**config.mk**
```make
export PLATFORM = sky130hd
export DESIGN_NAME = yolo_conv_top_mac_pipe
export DESIGN_NICKNAME = d
export VERILOG_FILES = /design/src/rtl/yolo_conv_top_mac_pipe.sv
export SDC_FILE = /design/constraint.sdc
export NUM_CORES = 1
export LEC_CHECK = 0
export CAP_MARGIN = 20
export CORE_ASPECT_RATIO = 0.6
export CORE_MARGIN = 2
export CORE_UTILIZATION = 35
export CTS_CLUSTER_SIZE = 14
export DETAILED_ROUTE_END_ITERATION = 10
export SLEW_MARGIN = 40
export SYNTH_ARGS = -nofsm -noshare
export SYNTH_HDL_FRONTEND = slang
export SYNTH_SLANG_ARGS = --single-unit
```
**constraint.sdc**
```tcl
create_clock -name clk -period 7 [get_ports clk]
set_clock_uncertainty 0.05 [all_clocks]
set_input_delay 1.05 -clock clk [delete_from_list [all_inputs] [get_ports clk]]
set_output_delay 1.05 -clock clk [all_outputs]
set_load 0.01 [all_outputs]
```
**src/rtl/yolo_conv_top_mac_pipe.sv**
```systemverilog
// Pipelined multiply-accumulate: NUM_STAGE product registers feed a grouped accumulator
// with optional saturation and a sticky overflow flag reported per group.
module yolo_conv_top_mac_pipe #(
    parameter int unsigned A_WIDTH   = 6,
    parameter int unsigned A_SIGNED  = 0,
    parameter int unsigned B_WIDTH   = 16,
    parameter int unsigned P_WIDTH   = 22,
    parameter int unsigned ACC_WIDTH = 32,
    parameter int unsigned NUM_STAGE = 2,
    parameter int unsigned SAT       = 1
) (
    input  logic                 clk,
    input  logic                 reset,
    input  logic                 ce,
    input  logic                 in_valid,
    input  logic                 in_first,
    input  logic                 in_last,
    input  logic [A_WIDTH-1:0]   din0,
    input  logic [B_WIDTH-1:0]   din1,
    output logic                 acc_valid,
    output logic [ACC_WIDTH-1:0] acc_dout,
    output logic                 acc_ovf
);

    localparam int unsigned FULL_W = A_WIDTH + B_WIDTH + 1;
    localparam int unsigned TOP    = NUM_STAGE - 1;
    localparam logic [ACC_WIDTH-1:0] ACC_MAX = {1'b0, {(ACC_WIDTH-1){1'b1}}};
    localparam logic [ACC_WIDTH-1:0] ACC_MIN = {1'b1, {(ACC_WIDTH-1){1'b0}}};

    logic signed [A_WIDTH:0]   a_ext;
    logic signed [B_WIDTH-1:0] b_s;
    logic signed [P_WIDTH-1:0] prod_p;

    logic [NUM_STAGE-1:0] vld_q, vld_d, fst_q, fst_d, lst_q, lst_d;
    logic [NUM_STAGE-1:0][P_WIDTH-1:0] prod_q, prod_d;

    logic [ACC_WIDTH-1:0] acc_q, acc_d;
    logic                 ovf_q, ovf_d;
    logic                 valid_q, valid_d;
    logic [ACC_WIDTH-1:0] dout_q, dout_d;
    logic                 ovfo_q, ovfo_d;

    logic signed [ACC_WIDTH-1:0] p_ext;
    logic signed [ACC_WIDTH-1:0] base;
    logic signed [ACC_WIDTH:0]   sum;
    logic                        ovf_now;
    logic                        sticky;
    logic [ACC_WIDTH-1:0]        res;

    // Only the low P_WIDTH bits of the full-width product are kept.
    always_comb begin
        a_ext  = (A_SIGNED != 0) ? {din0[A_WIDTH-1], din0} : {1'b0, din0};
        b_s    = din1;
        prod_p = P_WIDTH'(FULL_W'(a_ext) * FULL_W'(b_s));
    end

    always_comb begin
        vld_d     = vld_q;
        fst_d     = fst_q;
        lst_d     = lst_q;
        prod_d    = prod_q;
        vld_d[0]  = in_valid;
        fst_d[0]  = in_valid & in_first;
        lst_d[0]  = in_valid & in_last;
        prod_d[0] = prod_p;
        for (int i = 1; i < NUM_STAGE; i++) begin
            vld_d[i]  = vld_q[i-1];
            fst_d[i]  = fst_q[i-1];
            lst_d[i]  = lst_q[i-1];
            prod_d[i] = prod_q[i-1];
        end
    end

    // Sum is one bit wider so overflow shows up as a mismatch of the top two bits.
    always_comb begin
        p_ext   = ACC_WIDTH'($signed(prod_q[TOP]));
        base    = fst_q[TOP] ? '0 : acc_q;
        sum     = (ACC_WIDTH+1)'(p_ext) + (ACC_WIDTH+1)'(base);
        ovf_now = sum[ACC_WIDTH] ^ sum[ACC_WIDTH-1];
        if (ovf_now && (SAT != 0)) begin
            res = sum[ACC_WIDTH] ? ACC_MIN : ACC_MAX;
        end else begin
            res = sum[ACC_WIDTH-1:0];
        end
        sticky = (fst_q[TOP] ? 1'b0 : ovf_q) | ovf_now;
    end

    always_comb begin
        acc_d   = acc_q;
        ovf_d   = ovf_q;
        valid_d = 1'b0;
        dout_d  = dout_q;
        ovfo_d  = ovfo_q;
        if (vld_q[TOP]) begin
            ovf_d = sticky;
            acc_d = lst_q[TOP] ? '0 : res;
            if (lst_q[TOP]) begin
                valid_d = 1'b1;
                dout_d  = res;
                ovfo_d  = sticky;
            end
        end
    end

    always_ff @(posedge clk) begin
        if (reset) begin
            vld_q   <= '0;
            fst_q   <= '0;
            lst_q   <= '0;
            prod_q  <= '0;
            acc_q   <= '0;
            ovf_q   <= 1'b0;
            valid_q <= 1'b0;
            dout_q  <= '0;
            ovfo_q  <= 1'b0;
        end else if (ce) begin
            vld_q   <= vld_d;
            fst_q   <= fst_d;
            lst_q   <= lst_d;
            prod_q  <= prod_d;
            acc_q   <= acc_d;
            ovf_q   <= ovf_d;
            valid_q <= valid_d;
            dout_q  <= dout_d;
            ovfo_q  <= ovfo_d;
        end
    end

    assign acc_valid = valid_q;
    assign acc_dout  = dout_q;
    assign acc_ovf   = ovfo_q;

endmodule

```
==> summary.md <==
| Metric | Value |
|---|---|
| Post-layout nets | `~1400` |
| Worst slew margin | `between 40% and 50%` |
| Peak VDD IR | `roughly 0.00016 V` |
| First-pass GRT wire length | `41800 um` |
| Maxcap violations | `0` |
| Final wirelength | `about 26000 um` |
| Achievable Freq | `about 160 MHz` |
| Commonest non-fill, non-tap cells in the layout | `dfxtp_1, inv_1, nor2_1` |
| Resized Gates After CTS | `0` |
| CTS clk-pin slew, worst paths | `~0.060 ns` |
| Mean routed wirelength per cell | `roughly 16 um` |
| Setup violators final | `0` |
| Hold Vio Cnt, Final | `0` |
| CTS tree | `built` |
| CP Data Arrival Time | `approximately 6.3 ns` |
| Num ports | `between 60 and 70` |
| Sequential fraction of the synthesis area | `between 20% and 30%` |
| RSZ-0062 raised after global routing | `false` |
| Sequential Area | `0.00234 sq mm` |
| Worst Path Max Fanout | `16` |
| Synth warn | `0` |
| Async S/R FF share, synth | `0%` |
| Register-to-Register Path Depth | `13` |
| DR vias | `8333` |
| Drt initial violations | `737` |
| Drt first pass iters | `5` |
| HPWL after DPL | `approximately 20000 um` |
| Core area | `0.0276 sq mm` |
| Ys flop type | `dfxtp_1` |
| Yosys reg bits | `between 100 and 150` |
| Worst Setup End Kind | `flop` |
| Fin crit period | `approximately 6 ns` |
| Number of H-tree levels | `4` |
| CTS Buf Count | `17` |
| Pwr Density | `around 240 mW/mm^2` |
| Sink Count | `117` |
| Cell variety after synth | `74` |
| Root Buffer | `clkbuf_16` |
| DIE WIDTH | `~220 um` |
| Final ANT Viol Nets | `0` |
| Critical Path Sink | `prod_d[42]` |
| Hold Crit Class | `flop to flop` |
| Total GRT Usage | `between 10% and 20%` |
| R2r endpoint | `acc_q[6]` |
| Via-to-Cell Ratio | `around 5.3` |
| WS Path Type | `input pin to flop` |
| Site Rows | `47` |
| Vias in the first global route | `7706` |
| Starting Density | `35.7%` |
| Multi-input gate area | `a little under 0.007 sq mm` |
| Reg2Reg Launch Point | `fst_q[1]` |
| Clock Tree Buf Depth | `2` |
| Leak | `between 4 and 5 nW` |
| Total power | `2.75 mW` |
| Gp weighted congestion | `0.916` |
| Cts hold-fix bufs | `0` |
| EDFF count, synth | `0` |
| Ant diodes | `0` |
| CP Launch Point | `din0[3]` |
| Final TNS setup | `0 ns` |
| Initial antenna violation count | `0` |
| Critical Path Start Type | `input pin` |
| Status | `completed` |
| Synth Instances | `approximately 1200` |
| Slew Limit Fails | `0` |
| Die Ht | `approximately 130 um` |
| Final period util | `around 87%` |
| Clk_lat worst skew | `between 0.4 and 0.5 ns` |
| Post-CTS Setup Repair Bufs | `0` |
| Syn Area/Cell | `roughly 8.4 sq um` |
| Most common cell after layout, fill and taps aside | `dfxtp_1` |
| Fillers | `~2800` |
| Largest net degree at the start of global routing | `57` |
| IO Port Bufs | `61` |
| Synth Cell Area | `slightly below 0.01 sq mm` |
| WP data required | `roughly 7.2 ns` |
| Remaining DRCs | `0` |
| Slew @ Worst Pin | `between 0.7 and 0.8 ns` |
| R2R Setup Slk | `2.18 ns` |
| Die Area | `roughly 0.03 sq mm` |
| Share of cells above drive strength 1 | `approximately 5%` |
| Syn Nets | `1341` |
| Synth-to-layout area growth | `15.7%` |
| Total gr overflow | `0` |
==> area by class of cell <==
cell class | count | share of cell area (%)
multi-input cells | 894 | 60.5
flip-flops and latches | 117 | 20.6
repair buffers | 70 | 6.05
well taps | 367 | 4.04
clock buffers | 17 | 3.74
inverters | 104 | 3.43
clock inverters | 15 | 1.70
==> Yosys cell counts (27+ instances only) <==
master / instances / area [sq um]
nor2b_1: 36 / 225
and2_1: 77 / 482
ha_1: 75 / 938
a21oi_1: 86 / 430
nor2_1: 95 / 357
clkbuf_1: 44 / 165
xnor2_1: 30 / 263
nand2_1: 85 / 319
dfxtp_1: 117 / 2340
inv_1: 104 / 390
o211ai_1: 27 / 203
fa_1: 66 / 1320
mux2i_1: 41 / 410
o21ai_0: 51 / 255
==> worst max-delay path, cell delays in order <==
cell and delay (ns):
clkdlybuf4s50_1 0.71, and2_1 0.31, fa_1 0.55, inv_1 0.05, fa_1 0.47, inv_1 0.05, fa_1 0.52, inv_1 0.06
fa_1 0.54, inv_1 0.04, ha_1 0.35, nand3_1 0.12, o2111ai_1 0.30, nand3_1 0.20, a311oi_1 0.52, o211ai_1 0.18
a21o_1 0.19, nand3_1 0.07, a21oi_1 0.06
==> registers in the layout, indices dropped and copies added (netlist names) <==
signal,cells
p_ext,22
vld_q,2
acc_valid,1
lst_q,2
ovf_q,1
acc_dout,32
prod_d,22
fst_q,2
acc_ovf,1
acc_q,32
==> how the worst min path moves through the flow <==
stage | from | endpoint | slack, ns | cells past startpoint
after detailed placement | acc_q[2] | acc_q[2] | 0.39 | 2
after CTS | acc_q[2] | acc_q[2] | 0.40 | 2
after floorplan | acc_q[21] | acc_q[21] | 0.37 | 2
after global routing | acc_q[23] | acc_q[23] | 0.42 | 2
final | acc_q[2] | acc_q[2] | 0.40 | 2
after global placement | acc_q[23] | acc_q[23] | 0.38 | 2
==> metrics by stage <==
step	instances	cell area, sq um	hold WS (ns)	setup slack, ns	utilization, %
global route	1584	11400	0.423	0.507	41.3
CTS	1583	11400	0.398	0.870	41.2
finish	1584	11400	0.400	0.885	41.3
global placement	1550	10700	0.381	0.591	38.8
floorplan	1172	9840	0.367	1.59	-
detailed placement	1551	10700	0.390	0.445	38.9
==> metal layers <==
layer | up-vias | wire length [um] | share of wire [%] | global-route usage (%)
met2 | 199 | 10500 | 41 | 24.4
met4 | 0 | 133 | 0.52 | 2.95
met1 | 4021 | 13700 | 53 | 29.0
met5 | - | 0 | 0 | 0
met3 | 16 | 1400 | 5.4 | 2.97
li1 | 4097 | - | - | -
==> where the power goes <==
group	switching [mW]	internal, mW	total (mW)
sequential	0.0382	0.726	0.764
clock	0.358	0.570	0.928
combinational	0.598	0.464	1.06
==> kinds of logic (layout without fill, tap and decap cells) <==
| family | after synthesis | after routing | synth area share [%] |
|---|---|---|---|
| and+or+nand+nor | 399 | 399 | 20.7 |
| xor gates and xnor gates | 43 | 43 | 3.90 |
| AOI/OAI and AO/OA | 268 | 268 | 17.6 |
| DFF | 117 | 117 | 23.8 |
| buffers and inverters | 161 | 206 | 6.49 |
| adders and majority gates | 141 | 141 | 23.0 |
| muxes | 43 | 43 | 4.55 |
(Power assumes the default switching activity.)
